File: src/rtl/grid_pkg.sv
// Shared definitions for the grid-cell array and its step sequencer.
package grid_pkg;

  localparam int GRID_DATA_W = 8;

  typedef enum logic [2:0] {
    GS_IDLE,
    GS_CLEAR,
    GS_LOAD,
    GS_SETTLE,
    GS_SHIFT,
    GS_DRAIN,
    GS_DONE
  } gs_state_t;

  // LSB position of cell idx inside the flattened cell-value bus.
  function automatic int cellLsb(input int idx, input int width);
    return idx * width;
  endfunction

endpackage

File: src/rtl/grid_readout_mux.sv
// Selects one cell value out of the flattened cell-array bus.
module grid_readout_mux
  import grid_pkg::*;
#(
  parameter int NR_CELLS = 16,
  parameter int DATA_W   = GRID_DATA_W
) (
  input  logic [NR_CELLS*DATA_W-1:0]   cellVal,
  input  logic [$clog2(NR_CELLS)-1:0]  index,
  output logic [DATA_W-1:0]            data
);

  localparam int IDX_W = $clog2(NR_CELLS);

  always_comb begin
    data = '0;
    for (int i = 0; i < NR_CELLS; i++) begin
      if (index == IDX_W'(i)) data = cellVal[cellLsb(i, DATA_W) +: DATA_W];
    end
  end

endmodule

File: src/rtl/grid_step_sequencer.sv
// Sequences Reset/Load/Shift strobes for a run of diffusion steps, then
// streams every cell value out over a valid/ready port.
module grid_step_sequencer
  import grid_pkg::*;
#(
  parameter int NR_CELLS      = 16,
  parameter int DATA_W        = GRID_DATA_W,
  parameter int SETTLE_CYCLES = 2,
  parameter int STEP_W        = 8
) (
  input  logic                          Clk,
  input  logic                          Reset_n,
  input  logic                          Start,
  input  logic [STEP_W-1:0]             Steps,
  output logic                          Busy,
  output logic                          Done,
  output logic                          Cell_Reset,
  output logic                          Cell_Load,
  output logic                          Cell_Shift,
  input  logic [NR_CELLS*DATA_W-1:0]    Cell_Val,
  output logic [DATA_W-1:0]             Out_Data,
  output logic [$clog2(NR_CELLS)-1:0]   Out_Index,
  output logic                          Out_Valid,
  input  logic                          Out_Ready,
  output logic                          Out_Last,
  output logic [STEP_W-1:0]             Step_Count
);

  localparam int IDX_W = $clog2(NR_CELLS);
  localparam int CNT_W = $clog2(SETTLE_CYCLES + 1);
  localparam logic [IDX_W-1:0] LAST_IDX      = IDX_W'(NR_CELLS - 1);
  localparam logic [CNT_W-1:0] SETTLE_RELOAD = CNT_W'(SETTLE_CYCLES - 1);

  gs_state_t         state;
  logic [STEP_W-1:0] stepsQ;
  logic [CNT_W-1:0]  settleCnt;
  logic [STEP_W-1:0] nextCount;
  logic              handshake;

  assign nextCount = Step_Count + STEP_W'(1);
  assign handshake = Out_Valid && Out_Ready;
  assign Out_Last  = Out_Valid && (Out_Index == LAST_IDX);

  grid_readout_mux #(
    .NR_CELLS (NR_CELLS),
    .DATA_W   (DATA_W)
  ) uReadoutMux (
    .cellVal (Cell_Val),
    .index   (Out_Index),
    .data    (Out_Data)
  );

  // Strobes, Busy, Done and Out_Valid are set on the edge entering their state.
  always_ff @(posedge Clk or negedge Reset_n) begin
    if (!Reset_n) begin
      state      <= GS_IDLE;
      stepsQ     <= '0;
      settleCnt  <= '0;
      Step_Count <= '0;
      Out_Index  <= '0;
      Out_Valid  <= 1'b0;
      Busy       <= 1'b0;
      Done       <= 1'b0;
      Cell_Reset <= 1'b0;
      Cell_Load  <= 1'b0;
      Cell_Shift <= 1'b0;
    end else begin
      Cell_Reset <= 1'b0;
      Cell_Load  <= 1'b0;
      Cell_Shift <= 1'b0;
      Done       <= 1'b0;
      case (state)
        GS_IDLE: begin
          if (Start) begin
            stepsQ     <= Steps;
            Step_Count <= '0;
            Cell_Reset <= 1'b1;
            Busy       <= 1'b1;
            state      <= GS_CLEAR;
          end
        end
        GS_CLEAR: begin
          Cell_Load <= 1'b1;
          state     <= GS_LOAD;
        end
        GS_LOAD: begin
          if (stepsQ == '0) begin
            Out_Valid <= 1'b1;
            state     <= GS_DRAIN;
          end else begin
            settleCnt <= SETTLE_RELOAD;
            state     <= GS_SETTLE;
          end
        end
        GS_SETTLE: begin
          if (settleCnt == '0) begin
            Cell_Shift <= 1'b1;
            state      <= GS_SHIFT;
          end else begin
            settleCnt <= settleCnt - CNT_W'(1);
          end
        end
        GS_SHIFT: begin
          Step_Count <= nextCount;
          if (nextCount == stepsQ) begin
            Out_Valid <= 1'b1;
            state     <= GS_DRAIN;
          end else begin
            settleCnt <= SETTLE_RELOAD;
            state     <= GS_SETTLE;
          end
        end
        GS_DRAIN: begin
          if (handshake) begin
            if (Out_Last) begin
              Out_Index <= '0;
              Out_Valid <= 1'b0;
              Busy      <= 1'b0;
              Done      <= 1'b1;
              state     <= GS_DONE;
            end else begin
              Out_Index <= Out_Index + IDX_W'(1);
            end
          end
        end
        GS_DONE: state <= GS_IDLE;
        default: state <= GS_IDLE;
      endcase
    end
  end

endmodule
File: config.mk
export PLATFORM = sky130hd
export DESIGN_NAME = grid_step_sequencer
export DESIGN_NICKNAME = d
export VERILOG_FILES = /design/src/rtl/grid_pkg.sv /design/src/rtl/grid_readout_mux.sv /design/src/rtl/grid_step_sequencer.sv
export SDC_FILE = /design/constraint.sdc
export NUM_CORES = 1
export LEC_CHECK = 0
export BUFFER_PORTS_ARGS = -buffer_cell sky130_fd_sc_hd__buf_2
export CAP_MARGIN = 25
export CORE_ASPECT_RATIO = 1.2
export CORE_MARGIN = 4
export CORE_UTILIZATION = 46
export DETAILED_ROUTE_END_ITERATION = 10
export PLACE_DENSITY_LB_ADDON = 0.05
export SYNTH_ARGS = -nofsm -noshare
export SYNTH_HDL_FRONTEND = slang
export SYNTH_SLANG_ARGS = --single-unit
File: constraint.sdc
create_clock -name Clk -period 2.55 [get_ports Clk]
set_input_delay 0.255 -clock Clk [delete_from_list [all_inputs] [get_ports Clk]]
set_output_delay 0.255 -clock Clk [all_outputs]
set_load 0.05 [all_outputs]
**After elaboration in Yosys (flattened, before gate mapping)**

Cells that the tools add are included.

- Bits in registers: 31
- Latch bits: 0
- RAM bits: 0
- ROM bits: 0
- Input bits: 140
- Logic and storage cells: 106
- Memories kept: 0

- Add/subtract/negate cells: 3
- $mul: 0
- Divide/modulo/power cells: 0
- Magnitude comparators: 0
- Eq/ne operators: 30
- Shift operators: 0
- Muxes and demuxes: 45
- Bitwise logic cells: 0
- Reductions and logical operators: 17

Operators with widths:

| kind | number |
|---|---|
| 8-bit 2-to-1 mux | 17 |
| 4-bit equality test, second input constant | 8 |
| 3-bit 2-to-1 mux | 6 |
| 2-bit inequality test, second input constant | 9 |
| 3-bit case mux with 6 select lines | 1 |
| 4-bit by 3-bit equality test with 1-bit output, second input constant | 4 |
| 8-bit case mux with 2 select lines | 1 |
| 1-bit 2-to-1 mux | 13 |
| 4-bit AND reduction | 3 |
| 8-bit by 1-bit adder with 8-bit output, second input constant | 1 |
| 4-bit by 2-bit equality test with 1-bit output, second input constant | 2 |
| 8-bit equality test | 1 |
| 8-bit logical NOT | 1 |
| 3-bit by 2-bit equality test with 1-bit output, second input constant | 2 |
| 3-bit equality test, second input constant | 2 |
| 2-bit 2-to-1 mux | 3 |
| 2-bit case mux with 3 select lines | 1 |
| 2-bit AND reduction | 3 |
| 3-bit nonzero test | 2 |
| 5-bit AND reduction | 1 |
| 4-bit by 1-bit adder with 4-bit output, second input constant | 1 |
| 4-bit by 1-bit equality test with 1-bit output, second input constant | 1 |
| 4-bit logical NOT | 1 |
| 4-bit 2-to-1 mux | 1 |
| 8 further kinds | 10 |

**Logic depth before layout (Yosys ltp)**

- Word-level depth: 17
- Gate-level depth with buffers: 9
- Mapped depth without buffers: 7

**Modules after synthesis**

A second synthesis with hierarchy kept.

- Cells, all modules: 357
- Area, all modules: 3024.2 um^2

By module, submodules not included:

| module | instances | cells an instance | area each (um^2) | seq. area each (um^2) |
|---|---|---|---|---|
| grid_step_sequencer | 1 | 168 | 1680.4 | 775.7 |
| grid_readout_mux | 1 | 189 | 1343.8 | 0.0 |

**Worst setup path before layout**

OpenSTA, ideal clock, no wires.

- Kind: flip-flop to output port
- Start point: register Out_Index[0]
- End point: output port Out_Data[6]
- Arrival time: 2.799 ns
- Required time: 2.295 ns
- Path slack: -0.504 ns
- Stages on the path, launching flop included: 9
- Path buffers: 2
- Cells stage by stage: dfrtp_1 inv_1 ha_1 buf_2 clkbuf_1 a2111oi_0 nor3_1 a211o_1 o21ai_1

- Word-level cells in the longest chain between the ends: 17
- Elaborated cells on any way between the ends: 32
- Classes of those cells: 15 x eq/ne; 16 x mux; 1 x reduce/logical

RTL lines:

| item | line | source |
|---|---|---|
| from (decl) | grid_step_sequencer.sv:22 | `output logic [$clog2(NR_CELLS)-1:0] Out_Index,` |
| from (signal assigned) | grid_step_sequencer.sv:122 | `Out_Index <= Out_Index + IDX_W'(1);` |
| 4-bit logical NOT | grid_readout_mux.sv:18 | `if (index == IDX_W'(i)) data = cellVal[cellLsb(i, DATA_W) +: DATA_W];` |
| 8-bit 2-to-1 mux (15 in series) | grid_readout_mux.sv:18 |  |
| 8-bit 2-to-1 mux (*) | grid_readout_mux.sv:18 |  |
| to (decl) | grid_step_sequencer.sv:21 | `output logic [DATA_W-1:0] Out_Data,` |

Every way passes the cells marked *; elsewhere a longest branch is shown, timed or not.

**Worst setup path after layout**

- Start point: register Out_Index[1]
- End point: output port Out_Data[7]

Same word-level chain as after synthesis.

==> results.cfg <==
[routing]
drcViolationCount = 0
totalWireLength_um = 12400
wl_per_cell_um = 18.8
drt_iter0_markers = 292
first_pass_iters = 5
vias = 4013
vias_per_cell = 6.05
detail-route-antenna-nets = 0

[logic_synthesis]
yosysSeqAreaShare_pct = 25.4
ys_seq_elements = 31
synth_fp_nets = 539
ys.flop_type = dfrtp_1
synthCells = 393
async_flop_share_pct = 100
yosys_warnings = 0
syn_area_per_cell_um2 = 7.78
synth_edf_count = 0
synth_area_um2 = 3060
synth_cell_types = 59

[worst_setup_path]
crit_top_cell = buf_6
crit_path_end_kind = output pin
path_class = reg2out
cp.arrival_ns = 2.43
crit_slowest_cell = dfrtp_2
crit_path_start_kind = flop
path_max_fanout = 12
crit_chain = inv_4 -> ha_4 -> buf_6 -> a2111oi_4 -> o2bb2ai_1 -> o21a_1 -> a221oi_2 -> buf_4 -> o22ai_4 -> buf_6
max_stage_delay_ns = 0.45
cp_data_required_time_ns = 2.30

[hold_path]
hp-class = in2async

[sta]
fin_ws_ns = -0.131
final_hold_viol_count = 6
final.setup.tns_ns = -0.323
drv_slew = 0
worst_pin_slew_ns = 0.671
holdWs_ns = -0.00280
setup_violations = 5
relSlewSlack_pct = 55.2
fin_crit_ns = 2.68
skew_ns = 0.00453
max_freq_ghz = 0.373
finalCritPeriodShare_pct = 105
rsz0062_at_grt = true

[global_route]
use_met1_pct = 30.8
use_met2_pct = 51.2
met3_usage_pct = 7.79
antenna_found_initial = 0
grt_first_pass_wirelength_um = 18200
grt_pass1_vias = 3848
grt_overflow = 0
top_usage_layer = met2
track_usage_pct = 29.0
grt_max_degree = 32

[power]
combPwrFrac_pct = 75.5
internal_power_uw = 2650
peakVddDrop_v = 0.000596
pwr-share-seq_pct = 16.3
p_clk_share_pct = 8.2
power_leakage_uw = 0.00210
cellPowerDensity_nw_per_um2 = 1110
netSwitchingFraction_pct = 49.2
p_sw_uw = 2570

[cells_and_area]
fin_nets = 722
final_cell_area_um2 = 4700
n_fill_cell = 529
area_growth_pct = 53.6
utilization_pct = 72.9
mostFrequentLayoutCells = buf_2 (158), buf_4 (36), nor2_1 (31)
final_common_cell = buf_2
drive_gt1_share_pct = 47.7
fin_cells = 663

[place]
placed_cell_area_um2 = 4170
place_congestion = 0.915
dp_hpwl_um = 9320
dp_cells = 644
place.port_buffers = 166

[die]
num_io_pins = 167
die-area_um2 = 8020
core_um2 = 6450
die_width_um = 82.4
fp-row-count = 32
die_h_um = 97.3
initial_core_util_pct = 47.5

[clock_tree]
clk_path_buf_depth = 2
cts_tree = done
cts_max_level = 2
clock_latency_ns = 0.29
clk_root_buffer_cell = clkbuf_8
cts_inserted_buffers = 5
clkTransAtPathRegs_ns = 0.06
clock_sinks = 31

[run_status]
violations = hold timing, setup timing
status = finished, violations left

[flow_run]
cap_viol_max_count = 0
## critical path, delay by kind of cell (launching register included)
kind	cells	cell delay [ns]
AO/OA/AOI/OAI	5	0.90
buffers and inverters	4	0.60
flip-flops	1	0.45
adder cells (fa/ha/maj)	1	0.19
## cell families (layout without fill, tap and decap cells)
group,after synthesis,after routing,synth area share (%)
muxes,9,9,3.31
other,0,1,0
xor gates and xnor gates,12,12,3.44
adders and majority gates,6,6,2.45
DFF,31,31,25.4
AOI/OAI and AO/OA,155,155,36.2
and+or+nand+nor,132,132,23.0
buffers and inverters,48,232,6.30
## state kept, by name (all words and copies together) (netlist names)
signal and cells:
Out_Valid 1, Out_Index 4, Step_Count 8, Busy 1
Cell_Load 1, state 3, stepsQ 8, settleCnt 2
Cell_Shift 1, Cell_Reset 1, Done 1
## worst paths after layout
kind | endpoint | cells past startpoint | slack [ns] | startpoint
hold / removal | stepsQ[1] | 1 | -0.003 | Reset_n
max in group asynchronous | Out_Index[1] | 1 | 2.08 | Reset_n
min in group Clk | stepsQ[0] | 2 | 0.20 | Steps[0]
setup reg to reg | state[2] | 8 | 0.31 | Out_Index[0]
hold reg to reg | settleCnt[0] | 1 | 0.52 | settleCnt[0]
setup / recovery | Out_Data[7] | 10 | -0.13 | Out_Index[1]
## layout make-up
type | count | area [um2] | share of cell area, %
well taps | 85 | 106 | 2.26
clock inverters | 1 | 7.51 | 0.160
clock buffers | 7 | 96.3 | 2.05
inverters | 16 | 68.8 | 1.46
multi-input cells | 314 | 2400 | 51.1
diodes | 1 | 2.50 | 0.0533
repair buffers | 208 | 1240 | 26.3
flip-flops and latches | 31 | 778 | 16.6
## per-layer routing
layer,vias up,part of all wire (%),routed length [um]
met5,-,0,0
met4,0,3.5,432
met3,36,11,1310
met2,201,51,6400
met1,1902,35,4300
li1,1874,-,-
## cell usage after synthesis (all sizes together), types with 3 or more instances
cell / number / area share, %
and3: 3 / 0.61
a22oi: 8 / 2.0
nor3: 13 / 2.5
xor2: 4 / 1.1
dfrtp: 31 / 25
o31ai: 4 / 0.98
nand2: 24 / 2.9
xnor2: 8 / 2.3
a311oi: 4 / 1.1
buf: 10 / 1.6
o311ai: 5 / 1.4
or3: 3 / 0.61
nand2b: 14 / 2.9
o21ai: 27 / 4.4
inv: 16 / 2.0
a21oi: 25 / 4.1
nand3: 11 / 2.0
nor2b: 7 / 1.4
a221oi: 17 / 4.9
and2: 7 / 1.5
o21a: 5 / 1.2
a31oi: 8 / 1.6
o2bb2ai: 3 / 0.86
o22ai: 9 / 1.8
clkbuf: 22 / 2.7
ha: 6 / 2.5
a2111oi: 9 / 2.8
mux2: 9 / 3.3
nand3b: 3 / 0.74
or3b: 6 / 1.7
o22a: 3 / 0.86
o221ai: 8 / 2.5
o211ai: 6 / 1.5
nor2: 32 / 3.9
## power by group through the flow
stage	sequential (uW)	clock, uW	combinational (uW)
finish	849	428	3940
global route	868	456	4200
CTS	845	433	3630
detailed placement	834	0	3130
global placement	823	0	3090
floorplan	900	0	2120
## repair_timing
action,4_1_cts,5_1_grt
setup endpoints to repair,8,8
buffers inserted,8,2
hold buffers,0,0
resized for setup,60,24
pin swaps,16,13
## per-stage QoR
step | setup slack (ns) | total power [uW]
floorplan | 0.00469 | 3020
global placement | -0.0888 | 3910
detailed placement | -0.0549 | 3960
CTS | -0.0266 | 4910
global route | -0.225 | 5530
finish | -0.131 | 5220
Note: power is estimated with default switching activity, not from simulation.
